`src/rtl/fp_sub_pipe.sv`:
```
// fp_sub_pipe -- three-stage pipelined IEEE-754 binary32 subtractor (res = a - b).
//
// Stages:
//   S1  unpack, magnitude compare / swap, alignment of the smaller operand
//       with guard, round and sticky bits; zero/NaN cases resolved here.
//   S2  significand add or subtract (effective operation after negating b).
//   S3  normalize, truncate toward zero, pack; S3 registers drive res/out_valid.
//
// All stages advance together when the output register is empty or being
// consumed; otherwise every stage holds.
//
// Ports:
//   clk        clock, rising edge
//   rst        asynchronous active-high reset
//   in_valid   operand pair on a/b is valid
//   in_ready   pair is accepted this cycle (equals the global advance enable)
//   a, b       minuend and subtrahend, binary32
//   out_valid  res holds a completed result
//   out_ready  downstream accepts res this cycle
//   res        a - b, binary32 (denormals flushed, truncating rounding)

module fp_sub_pipe (
  input  logic        clk,
  input  logic        rst,
  input  logic        in_valid,
  output logic        in_ready,
  input  logic [31:0] a,
  input  logic [31:0] b,
  output logic        out_valid,
  input  logic        out_ready,
  output logic [31:0] res
);

  localparam logic [31:0] QNAN = 32'h7FC0_0000;

  logic        adv;

  // S1 registers
  logic        s1_valid_q, s1_valid_d;
  logic        s1_special_q, s1_special_d;
  logic [31:0] s1_special_res_q, s1_special_res_d;
  logic        s1_sign_q, s1_sign_d;
  logic [7:0]  s1_exp_q, s1_exp_d;
  logic        s1_eff_sub_q, s1_eff_sub_d;
  logic [26:0] s1_sig_big_q, s1_sig_big_d;
  logic [26:0] s1_sig_small_q, s1_sig_small_d;

  // S2 registers
  logic        s2_valid_q, s2_valid_d;
  logic        s2_special_q, s2_special_d;
  logic [31:0] s2_special_res_q, s2_special_res_d;
  logic        s2_sign_q, s2_sign_d;
  logic [7:0]  s2_exp_q, s2_exp_d;
  logic [27:0] s2_mag_q, s2_mag_d;

  // S3 registers (the outputs)
  logic        out_valid_q, out_valid_d;
  logic [31:0] res_q, res_d;

  // S1 combinational intermediates
  logic        a_zero, b_zero, a_nan, b_nan, b_neg_sign, swap;
  logic [23:0] a_sig, b_sig, big_sig, small_sig;
  logic [7:0]  big_exp, small_exp, shift;
  logic [49:0] align_full;
  logic [26:0] small_ext;
  logic        special;
  logic [31:0] special_res;
  logic        big_sign;

  // S3 combinational intermediates
  logic [4:0]        lzc;
  logic              found;
  logic [26:0]       norm_sig;
  logic signed [9:0] norm_exp;
  logic [31:0]       packed_res;

  // The whole pipe moves only when the output slot can take a new value.
  assign adv       = out_ready || !out_valid_q;
  assign in_ready  = adv;
  assign out_valid = out_valid_q;
  assign res       = res_q;

  // Unpack and align. b's sign is inverted so the rest of the datapath is a
  // plain signed-magnitude adder. The operand with the larger {exp,frac}
  // becomes the reference; on a tie a stays the reference.
  always_comb begin
    a_zero     = (a[30:23] == 8'h00);
    b_zero     = (b[30:23] == 8'h00);
    a_nan      = (a[30:23] == 8'hFF);
    b_nan      = (b[30:23] == 8'hFF);
    b_neg_sign = ~b[31];
    a_sig      = a_zero ? 24'h0 : {1'b1, a[22:0]};
    b_sig      = b_zero ? 24'h0 : {1'b1, b[22:0]};
    swap       = (b[30:0] > a[30:0]);
    big_sign   = swap ? b_neg_sign : a[31];
    big_exp    = swap ? b[30:23] : a[30:23];
    small_exp  = swap ? a[30:23] : b[30:23];
    big_sig    = swap ? b_sig : a_sig;
    small_sig  = swap ? a_sig : b_sig;
    shift      = big_exp - small_exp;

    // Bits 49:24 are significand+G+R after the shift; everything below
    // collapses into sticky. Large shifts leave only the sticky bit.
    align_full = {small_sig, 26'h0} >> shift;
    if (shift >= 8'd26) begin
      small_ext = {26'h0, |small_sig};
    end else begin
      small_ext = {align_full[49:24], |align_full[23:0]};
    end

    // Cases whose answer is known without arithmetic.
    special     = 1'b1;
    special_res = 32'h0;
    if (a_nan || b_nan) begin
      special_res = QNAN;
    end else if (a_zero && b_zero) begin
      special_res = 32'h0;
    end else if (b_zero) begin
      special_res = a;
    end else if (a_zero) begin
      special_res = {b_neg_sign, b[30:0]};
    end else begin
      special = 1'b0;
    end
  end

  always_comb begin
    s1_valid_d       = s1_valid_q;
    s1_special_d     = s1_special_q;
    s1_special_res_d = s1_special_res_q;
    s1_sign_d        = s1_sign_q;
    s1_exp_d         = s1_exp_q;
    s1_eff_sub_d     = s1_eff_sub_q;
    s1_sig_big_d     = s1_sig_big_q;
    s1_sig_small_d   = s1_sig_small_q;
    if (adv) begin
      s1_valid_d       = in_valid && in_ready;
      s1_special_d     = special;
      s1_special_res_d = special_res;
      s1_sign_d        = big_sign;
      s1_exp_d         = big_exp;
      s1_eff_sub_d     = a[31] ^ b_neg_sign;
      s1_sig_big_d     = {big_sig, 3'b000};
      s1_sig_small_d   = small_ext;
    end
  end

  // Significand add/subtract. The reference is never smaller than the
  // aligned operand, so the difference cannot go negative. Treating sticky
  // as a full LSB leaves the difference just under the exact value, which
  // truncates to the same result as the exact magnitude.
  always_comb begin
    s2_valid_d       = s2_valid_q;
    s2_special_d     = s2_special_q;
    s2_special_res_d = s2_special_res_q;
    s2_sign_d        = s2_sign_q;
    s2_exp_d         = s2_exp_q;
    s2_mag_d         = s2_mag_q;
    if (adv) begin
      s2_valid_d       = s1_valid_q;
      s2_special_d     = s1_special_q;
      s2_special_res_d = s1_special_res_q;
      s2_sign_d        = s1_sign_q;
      s2_exp_d         = s1_exp_q;
      if (s1_eff_sub_q) begin
        s2_mag_d = {1'b0, s1_sig_big_q - s1_sig_small_q};
      end else begin
        s2_mag_d = {1'b0, s1_sig_big_q} + {1'b0, s1_sig_small_q};
      end
    end
  end

  // Normalize and pack. Leading one is placed at bit 26; the low three bits
  // (G/R/S) are simply dropped, which is truncation toward zero.
  always_comb begin
    lzc   = 5'd0;
    found = 1'b0;
    for (int i = 26; i >= 0; i--) begin
      if (!found && s2_mag_q[i]) begin
        lzc   = 5'(26 - i);
        found = 1'b1;
      end
    end

    norm_exp = signed'({2'b00, s2_exp_q});
    if (s2_mag_q[27]) begin
      norm_sig = s2_mag_q[27:1];
      norm_exp = norm_exp + 10'sd1;
    end else begin
      norm_sig = s2_mag_q[26:0] << lzc;
      norm_exp = norm_exp - signed'({5'b00000, lzc});
    end

    if (s2_special_q) begin
      packed_res = s2_special_res_q;
    end else if (s2_mag_q == 28'h0) begin
      packed_res = 32'h0;
    end else if (norm_exp <= 10'sd0) begin
      packed_res = 32'h0;
    end else if (norm_exp >= 10'sd255) begin
      packed_res = {s2_sign_q, 8'hFF, 23'h0};
    end else begin
      packed_res = {s2_sign_q, norm_exp[7:0], 23'(norm_sig >> 3)};
    end
  end

  always_comb begin
    out_valid_d = out_valid_q;
    res_d       = res_q;
    if (adv) begin
      out_valid_d = s2_valid_q;
      res_d       = packed_res;
    end
  end

  always_ff @(posedge clk or posedge rst) begin
    if (rst) begin
      s1_valid_q       <= 1'b0;
      s1_special_q     <= 1'b0;
      s1_special_res_q <= 32'h0;
      s1_sign_q        <= 1'b0;
      s1_exp_q         <= 8'h0;
      s1_eff_sub_q     <= 1'b0;
      s1_sig_big_q     <= 27'h0;
      s1_sig_small_q   <= 27'h0;
      s2_valid_q       <= 1'b0;
      s2_special_q     <= 1'b0;
      s2_special_res_q <= 32'h0;
      s2_sign_q        <= 1'b0;
      s2_exp_q         <= 8'h0;
      s2_mag_q         <= 28'h0;
      out_valid_q      <= 1'b0;
      res_q            <= 32'h0;
    end else begin
      s1_valid_q       <= s1_valid_d;
      s1_special_q     <= s1_special_d;
      s1_special_res_q <= s1_special_res_d;
      s1_sign_q        <= s1_sign_d;
      s1_exp_q         <= s1_exp_d;
      s1_eff_sub_q     <= s1_eff_sub_d;
      s1_sig_big_q     <= s1_sig_big_d;
      s1_sig_small_q   <= s1_sig_small_d;
      s2_valid_q       <= s2_valid_d;
      s2_special_q     <= s2_special_d;
      s2_special_res_q <= s2_special_res_d;
      s2_sign_q        <= s2_sign_d;
      s2_exp_q         <= s2_exp_d;
      s2_mag_q         <= s2_mag_d;
      out_valid_q      <= out_valid_d;
      res_q            <= res_d;
    end
  end

endmodule
```
`config.mk`:
```
export PLATFORM = sky130hd
export DESIGN_NAME = fp_sub_pipe
export DESIGN_NICKNAME = d
export VERILOG_FILES = /design/src/rtl/fp_sub_pipe.sv
export SDC_FILE = /design/constraint.sdc
export NUM_CORES = 1
export LEC_CHECK = 0
export CORE_UTILIZATION = 62
export CTS_BUF_LIST = sky130_fd_sc_hd__clkbuf_16
export DETAILED_ROUTE_END_ITERATION = 10
export PLACE_DENSITY = 0.82
export SETUP_SLACK_MARGIN = 0.1
export SYNTH_ARGS = -nofsm -noshare
export SYNTH_HDL_FRONTEND = slang
export SYNTH_SLANG_ARGS = --single-unit
export TNS_END_PERCENT = 50
```
`constraint.sdc`:
```
create_clock -name clk -period 8.46 [get_ports clk]
set_input_delay 2.538 -clock clk [delete_from_list [all_inputs] [get_ports clk]]
set_output_delay 2.538 -clock clk [all_outputs]
set_load 0.03 [all_outputs]
```
==> results of run 1 <==
[layer usage]
layer  vias up  GRT usage [%]  wire length (um)
met4         2           26.6              4630
met2      1343           72.0             28200
met5         -              0                11
li1       8134              -                 -
met1      8651           58.9             24500
met3       324           8.21              6950
[layout make-up]
class / count / area (um^2) / share of cell area, %
well taps: 372 / 465 / 2.41
multi-input cells: 1763 / 11300 / 58.5
repair buffers: 169 / 1560 / 8.07
clock buffers: 17 / 425 / 2.20
diodes: 1 / 2.50 / 0.0129
clock inverters: 15 / 213 / 1.10
flip-flops and latches: 199 / 4980 / 25.8
inverters: 97 / 374 / 1.94
[cell usage after synthesis, types with 20 or more instances]
cell type | n | share of area [%]
a211oi_1 | 24 | 1.0
a21oi_1 | 107 | 3.1
a22o_1 | 27 | 1.4
a31oi_1 | 74 | 2.7
and3_1 | 23 | 0.83
buf_1 | 21 | 0.46
clkbuf_1 | 112 | 2.4
dfrtp_1 | 199 | 29
ha_1 | 88 | 6.4
inv_1 | 95 | 2.1
mux2_2 | 30 | 2.0
mux2i_1 | 114 | 6.6
nand2_1 | 398 | 8.7
nand2b_1 | 21 | 0.76
nand3_1 | 41 | 1.2
nor2_1 | 193 | 4.2
nor3_1 | 47 | 1.4
o211ai_1 | 20 | 0.87
o21ai_0 | 154 | 4.5
o22ai_1 | 40 | 1.5
o31ai_1 | 27 | 1.2
xnor2_1 | 27 | 1.4
[how the worst max path moves through the flow]
stage | start | end | slack, ps | cells after the start
6_report | a[27] | s1_sig_small_q[0]$_DFFE_PP0N_ | 530 | 20
5_1_grt | a[27] | s1_sig_small_q[0]$_DFFE_PP0N_ | 320 | 22
4_1_cts | a[27] | s1_sig_small_q[0]$_DFFE_PP0N_ | 810 | 21
3_5_place_dp | a[27] | s1_sig_small_q[0]$_DFFE_PP0N_ | 390 | 21
3_3_place_gp | a[24] | s1_sig_small_q[0]$_DFFE_PP0N_ | 560 | 21
2_1_floorplan | rst | out_valid$_DFFE_PP0N_ | 500 | 1
[kinds of logic (layout without fill, tap and decap cells)]
family,Yosys count,after routing,share of synthesized area (%)
AOI/OAI and AO/OA,650,650,25.5
xor gates and xnor gates,37,37,1.88
adders and majority gates,90,90,6.62
buffers and inverters,253,298,5.86
DFF,199,199,28.9
muxes,154,154,9.82
other,0,1,0
and+or+nand+nor,832,832,21.5
[tightest hold or removal path, stage by stage (launching register included)]
cell and delay [ps]:
dfrtp_1 350, nand2_1 50, nand2_1 50
[report_power, final]
part           total [mW]  switching, mW  leakage (nW)  internal, mW
Sequential           1.53          0.341          2.55          1.19
Combinational        3.28           2.02          5.81          1.26
Clock               0.885          0.465         0.310         0.421
[stage by stage]
stage	setup WS, ps	std cells	cell area (um^2)
4_1_cts	815	2632	19300
6_report	534	2633	19300
2_1_floorplan	496	2215	17200
5_1_grt	320	2632	19300
3_3_place_gp	562	2600	18700
3_5_place_dp	391	2600	18700
[flip-flops by register name (all words and copies together) (netlist names), 8 cells and up]
name              flops
s2_mag_q             28
s1_sig_big_q         24
res                  32
s1_special_res_q     32
s1_sig_small_q       27
s2_special_res_q     32
s2_exp_q              8
s1_exp_q              8
==> results list, run 1 <==
- Via count of the first global-routing pass: 17100
* Final period utilization: 93.7%
* Number of cells traversed by the worst register-to-register path: 23
- Post-synth net total: 2373
- Area added between synthesis and finish: 12.1%
- Fraction of layout cells with a size suffix above 1: 8.58%
- After clock tree synthesis, the clock-pin slew on the worst setup and hold paths is 90 ps.
- Of all flip-flops after synthesis, the portion carrying an async set or reset was 100%.
* Hold-critical path depth: 2
- Walking the worst path, the cells encountered are clkdlybuf4s50_1 -> inv_1 -> ha_1 -> nand4_1 -> or4_1 -> nor2_1 -> a21boi_2 -> nor2_4 -> nor2_1 -> a22oi_1 -> ha_1 -> a221oi_2 -> nand3_1 -> nand2_2 -> o211ai_1 -> a2111oi_0 -> o21ai_0 -> a32oi_1 -> or4_1 -> o2bb2ai_1.
- The number of antenna violations at the first check in global routing came to 2.
- Once layout is complete, the utilization of the core stands at 71.3%.
- The hold violation total from the final report is 0.
- Highest-delay cell along the critical path: a2111oi_0
* DRT Wirelength: 64.3 mm
* Category of the worst setup path capture point: flip-flop
- Starting DRT DRC Count: 2814
* Largest vdd supply drop: 188 uV
- Sequential area share after synthesis: 28.9%
- After detailed routing, the number of remaining DRC violations is 0.
- Static timing analysis puts the maximum clock frequency at 0.126 GHz.
- Gates resized during post-CTS repair numbered 0.
- The synthesized netlist occupies a cell area of 0.0172 mm^2.
* Floorplan Core Area: 0.0271 mm^2
- Row generation in the floorplan step produced 60 rows.
* DR vias: 18500
- The first global-routing pass estimated 99.7 mm of wire.
* Number of clock sinks: 199
- Dividing the detail-routed via count by the number of cells gives 7.01.
- Fill cells: 2167
- Die Outline Area: 0.0285 mm^2
* Endpoints failing setup: 0
* Clock Path Buffers: 2
- Pin slew with the least headroom to its limit: 1120 ps
- The floorplan step set the die height to 169 um.
* CTS tree: built
- Global routing usage summed across all routing layers: 45.6%
* Average detailed-routed wire length per instance: 24.4 um
- Data arrival time of the critical path: 8290 ps
- Min-delay src: s2_special_res_q[29]$_DFFE_PP0N_
- In this run the count of I/O pins placed on the die edge is 102.
- WHS Endpoint: s2_special_res_q[29]$_DFFE_PP0N_
* Largest incremental delay on the critical path: 1010 ps
- Count of distinct cell types in the synthesized netlist: 95
* Grt ovf: 0
- After technology mapping, the gate count stands at 2215.
- Setup repair after global routing left no endpoint under its margin.
* Number of enable-type register cells in the synthesized netlist: 0
- Synthesis-stage register bit count: 199
- Measured against its own limit, the worst slew margin works out to 23.4%.
- After layout, the design draws a total of 5.69 mW.
* Synthesized area divided by synthesized cell count: 7.78 um^2
- The routed design could run at a clock period as short as 7930 ps.
* Count of port buffers added during placement: 101
* Worst Clk Skew: 18.4 ps
- For the final routed database, the setup TNS stands at 0 ps.
* Fin. max-slew vios: 0
- Entering global routing, the biggest net connects 204 pins.
* Worst reg2reg startpoint: s2_mag_q[15]$_DFFE_PP0N_
- Detailed placement finished with a half-perimeter wire length of 47.9 mm.
* Ratio of total power to cell area: 294 mW/mm^2
- Root buffer cell: clkbuf_16
- Count of buffering cells on the critical path with inverters included: 2
* First-pass detailed-route iteration total: 8
- Setup slack on the worst reg-to-reg path comes out at 860 ps.
- Reg-to-reg critical path endpoint: res[21]$_DFFE_PP0N_
* Critical setup path kind: primary input to flip-flop
* Warnings, synthesis: 0
* Initial core utilization: 63.6%
- CTS Hold Bufs: 0
- Across the run, the number of max-cap violations was 0.
* Static power due to leakage: 8.67 nW
- CP Max Fanout: 9
- Counting the buffers created by CTS gives 17.
* Crit path launch type: primary input
- Routability Congestion: 1.09
- Most used cells in the layout excluding fill and tap cells: nand2_1 (396), dfrtp_1 (199), nor2_1 (192)
- The die is 169 um wide.
- After the last flow step, the layout net total stands at 2405.
- Antenna violation net count after detailed routing: 0
- CTS built an H-tree with a depth of 4.
- Family with the most delay on the worst path: compound AO/OA/AOI/OAI gates
* Number of buffers added for setup after CTS: 0
- Clock latency of the later-clocked register in the worst-skew pair: 460 ps
- The min-delay analysis places its worst path in the category flip-flop to flip-flop.
- Most frequently used flop master after synthesis: dfrtp_1
- STA puts the critical path data required time at 8820 ps.
- Leaving out fill and tap cells, the most frequent cell in the layout is nand2_1.
* Worst hold slack: 477 ps
* Result of the run: complete, no violations
Power figures use the tool's default switching activity.
==> run 2, diff against run 1 <==
- CORE_MARGIN: unset -> 5
- GPL_ROUTABILITY_DRIVEN: unset -> 0
==> run 2 against run 1 <==
Effect of this change: clock skew grew 11 ps; utilization shrank 1.9 points; critical endpoint unchanged; global-route usage decreased by 9.2 points; fmax grew 1.5%; flip-flop and latch count unchanged.
==> results list, run 2 (synthesized netlist as in run 1, its figures left out) <==
- Starting DRT DRC Count: 3079 (+9.4%)
- The I/O pin count was 102 (unchanged).
- The average vias per placed instance came to 6.97 (-0.57%).
- The maximum single-stage delay on the critical path is 620 ps (-390 ps).
- The largest fanout on the critical path came to 16 (+7).
* Final period utilization: 92.3% (-1.3 points)
- The half-perimeter wire length after placement was 43.6 mm (-8.8%).
- The deepest level of the CTS H-tree came to 4 (unchanged).
* Number of buffers inserted during clock tree synthesis: 17 (unchanged)
- CTS tree: built
- Placement row count: 61 (+1.7%)
- CTS Hold Bufs: 0 (unchanged)
* Average detailed-routed wire length per instance: 22.4 um (-8.1%)
- The via count of the first global-routing pass was 16700 (-2.3%).
- First-pass detailed-route iteration total: 8 (unchanged)
- Floorplan Core Area: 0.0276 mm^2 (+1.9%)
- Largest vdd supply drop: 145 uV (-23%)
- The max-slew violation count was 0 (unchanged).
* Number of clock sinks: 199 (unchanged)
- Endpoints failing setup: 0 (unchanged)
* Worst hold path type: flip-flop to flip-flop
- The share of post-route cells with drive strength above 1 is 7.73% (-0.86 points).
* Highest-delay cell along the critical path: clkdlybuf4s50_1
- The number of maximum-capacitance constraint violations is 0 (unchanged).
- Setup tns final: 0 ps (unchanged)
- The data arrival time of the worst path came to 8140 ps (-150 ps).
* Worst Clk Skew: 29.7 ps (+11.3 ps)
- The total power divided by cell area was 293 mW/mm^2 (-0.51%).
* DR vias: 18200 (-1.1%)
- The number of port buffers is 101 (unchanged).
- Clock edge transition at the registers on the reported setup and hold paths: 90 ps (about the same)
- From synthesis to final layout, the design area changed by 11.2%.
- Pin slew with the least headroom to its limit: 1050 ps (-71.2 ps)
- In this design, the largest share of critical-path delay is due to simple AND/OR/NAND/NOR gates.
- Final critical delay including setup and external delays: 7810 ps (-114 ps)
* Finished Layout Cells: 2618 (-0.57%)
- Final hold vios: 0 (unchanged)
- Grt ovf: 0 (unchanged)
- The overall fraction of global-route tracks in use came to 36.5% (-9.2 points).
- Number of buffers added for setup after CTS: 0 (unchanged)
- The power consumption is 5.61 mW (-1.3%).
- Critical setup path kind: primary input to flip-flop
- The final-stage net count came to 2384 (-0.87%).
* Critical Path Start: a[26]
- Initial core utilization: 62.4% (-1.2 points)
- Clock Path Buffers: 2 (unchanged)
- The worst hold path begins at s2_special_res_q[9]$_DFFE_PP0N_.
- The count of nets left with antenna violations after detail routing was 0 (unchanged).
* Post-route DRC violation count: 0 (unchanged)
- Crit path launch type: primary input
- Setup repair after global routing missed its margin: no
- The library cell used most frequently in the layout, excluding fill and tap cells, is nand2_1.
* Static power due to leakage: 8.57 nW (-1.2%)
* Global-route wire length before repair: 91.2 mm (-8.6%)
- Cells after DPL: 2585 (-0.58%)
- The startpoint identified for the worst register-to-register timing path is s2_mag_q[24]$_DFFE_PP0N_.
* DRT Wirelength: 58.7 mm (-8.6%)
- STA classifies the critical path endpoint as a flip-flop.
- The required time of the worst setup path was 8790 ps (-30 ps).
* Count of buffering cells on the critical path with inverters included: 3 (+1)
- F_max: 0.128 GHz (+1.5%)
* Result of the run: complete, no violations
* Clock latency of the later-clocked register in the worst-skew pair: 460 ps (about the same)
- Cell breakdown of the critical path: clkdlybuf4s50_1 -> inv_1 -> ha_1 -> nand4_1 -> or4_1 -> nor2_1 -> a21boi_2 -> nor2_4 -> nor2_1 -> a22oi_1 -> ha_1 -> a221oi_2 -> a21o_1 -> nand2_2 -> buf_4 -> nor4_1 -> o211ai_1 -> o211ai_1 -> a41oi_1 -> or4_1 -> o2bb2ai_1
- The number of gates resized after cts was 0 (unchanged).
* Die width: 177 um (+4.7%)
- The tree is rooted in a clkbuf_16.
* Die Outline Area: 0.0312 mm^2 (+9.7%)
* Die height: 177 um (+4.7%)
- Largest net degree at the start of global routing: 125 (-39%)
- The headroom to the max-slew limit was 29.5% (+6.1 points).
- Worst-case register-to-register setup slack: 820 ps (-40 ps)
* Most used cells in the layout excluding fill and tap cells: nand2_1 (396), dfrtp_1 (199), nor2_1 (192)
- The number of antenna violations at the first check in global routing came to 1 (-1).
## run 2: cell count changes in the layout (fill, tap and decap cells not counted), sizes merged
cell,change
buf,-21
clkinv,+1
inv,-1
## run 2: worst paths after layout
| path | endpoint | cells after the start |
|---|---|---|
| min | s2_special_res_q[9]$_DFFE_PP0N_ | 2 |
| min reg2reg | s2_special_res_q[9]$_DFFE_PP0N_ | 2 |
| min in group asynchronous | s2_mag_q[16]$_DFFE_PP0N_ | 2 |
| max | s1_sig_small_q[0]$_DFFE_PP0N_ | 21 |
| max reg2reg | res[7]$_DFFE_PP0N_ | 23 |
| max in group asynchronous | s1_sig_big_q[25]$_DFFE_PP0N_ | 3 |
## run 2: final cells by class
class,count,area [um^2]
inverters,97,374
clock buffers,17,425
fillers,2266,8460
clock inverters,15,230
multi-input cells,1763,11300
well taps,378,473
flip-flops and latches,199,4980
repair buffers,148,1380
diodes,1,2.50
## run 2: where the power goes
group	internal [mW]	switching, mW
Combinational	1.24	1.98
Clock	0.426	0.467
Sequential	1.19	0.317
## run 2: through the flow
stage	area [um^2]	hold WS, ps	worst slack (ps)	util (%)
floorplan	17200	430	496	-
CTS	19200	470	784	69.4
global route	19200	490	273	69.4
finish	19200	467	647	69.4
detailed placement	18500	451	329	67.0
global placement	18500	442	482	67.0
## run 2: worst reg2reg max path: cells and delay by family (launching register included)
family / cells / cell delay [ps]
buffers and inverters: 2 / 470
AO/OA/AOI/OAI: 6 / 1870
adder cells (fa/ha/maj): 2 / 430
flip-flops: 1 / 520
AND/OR/NAND/NOR: 13 / 4240
## run 2: routing by layer
metal	share of wire [%]	vias to the layer above	routed length (um)	global-route usage [%]
li1	-	8094	-	-
met1	38	8405	22400	48.7
met2	43	1418	25400	56.6
met3	12	326	7070	8.03
met4	6.5	2	3800	17.3
met5	0.019	-	11	0
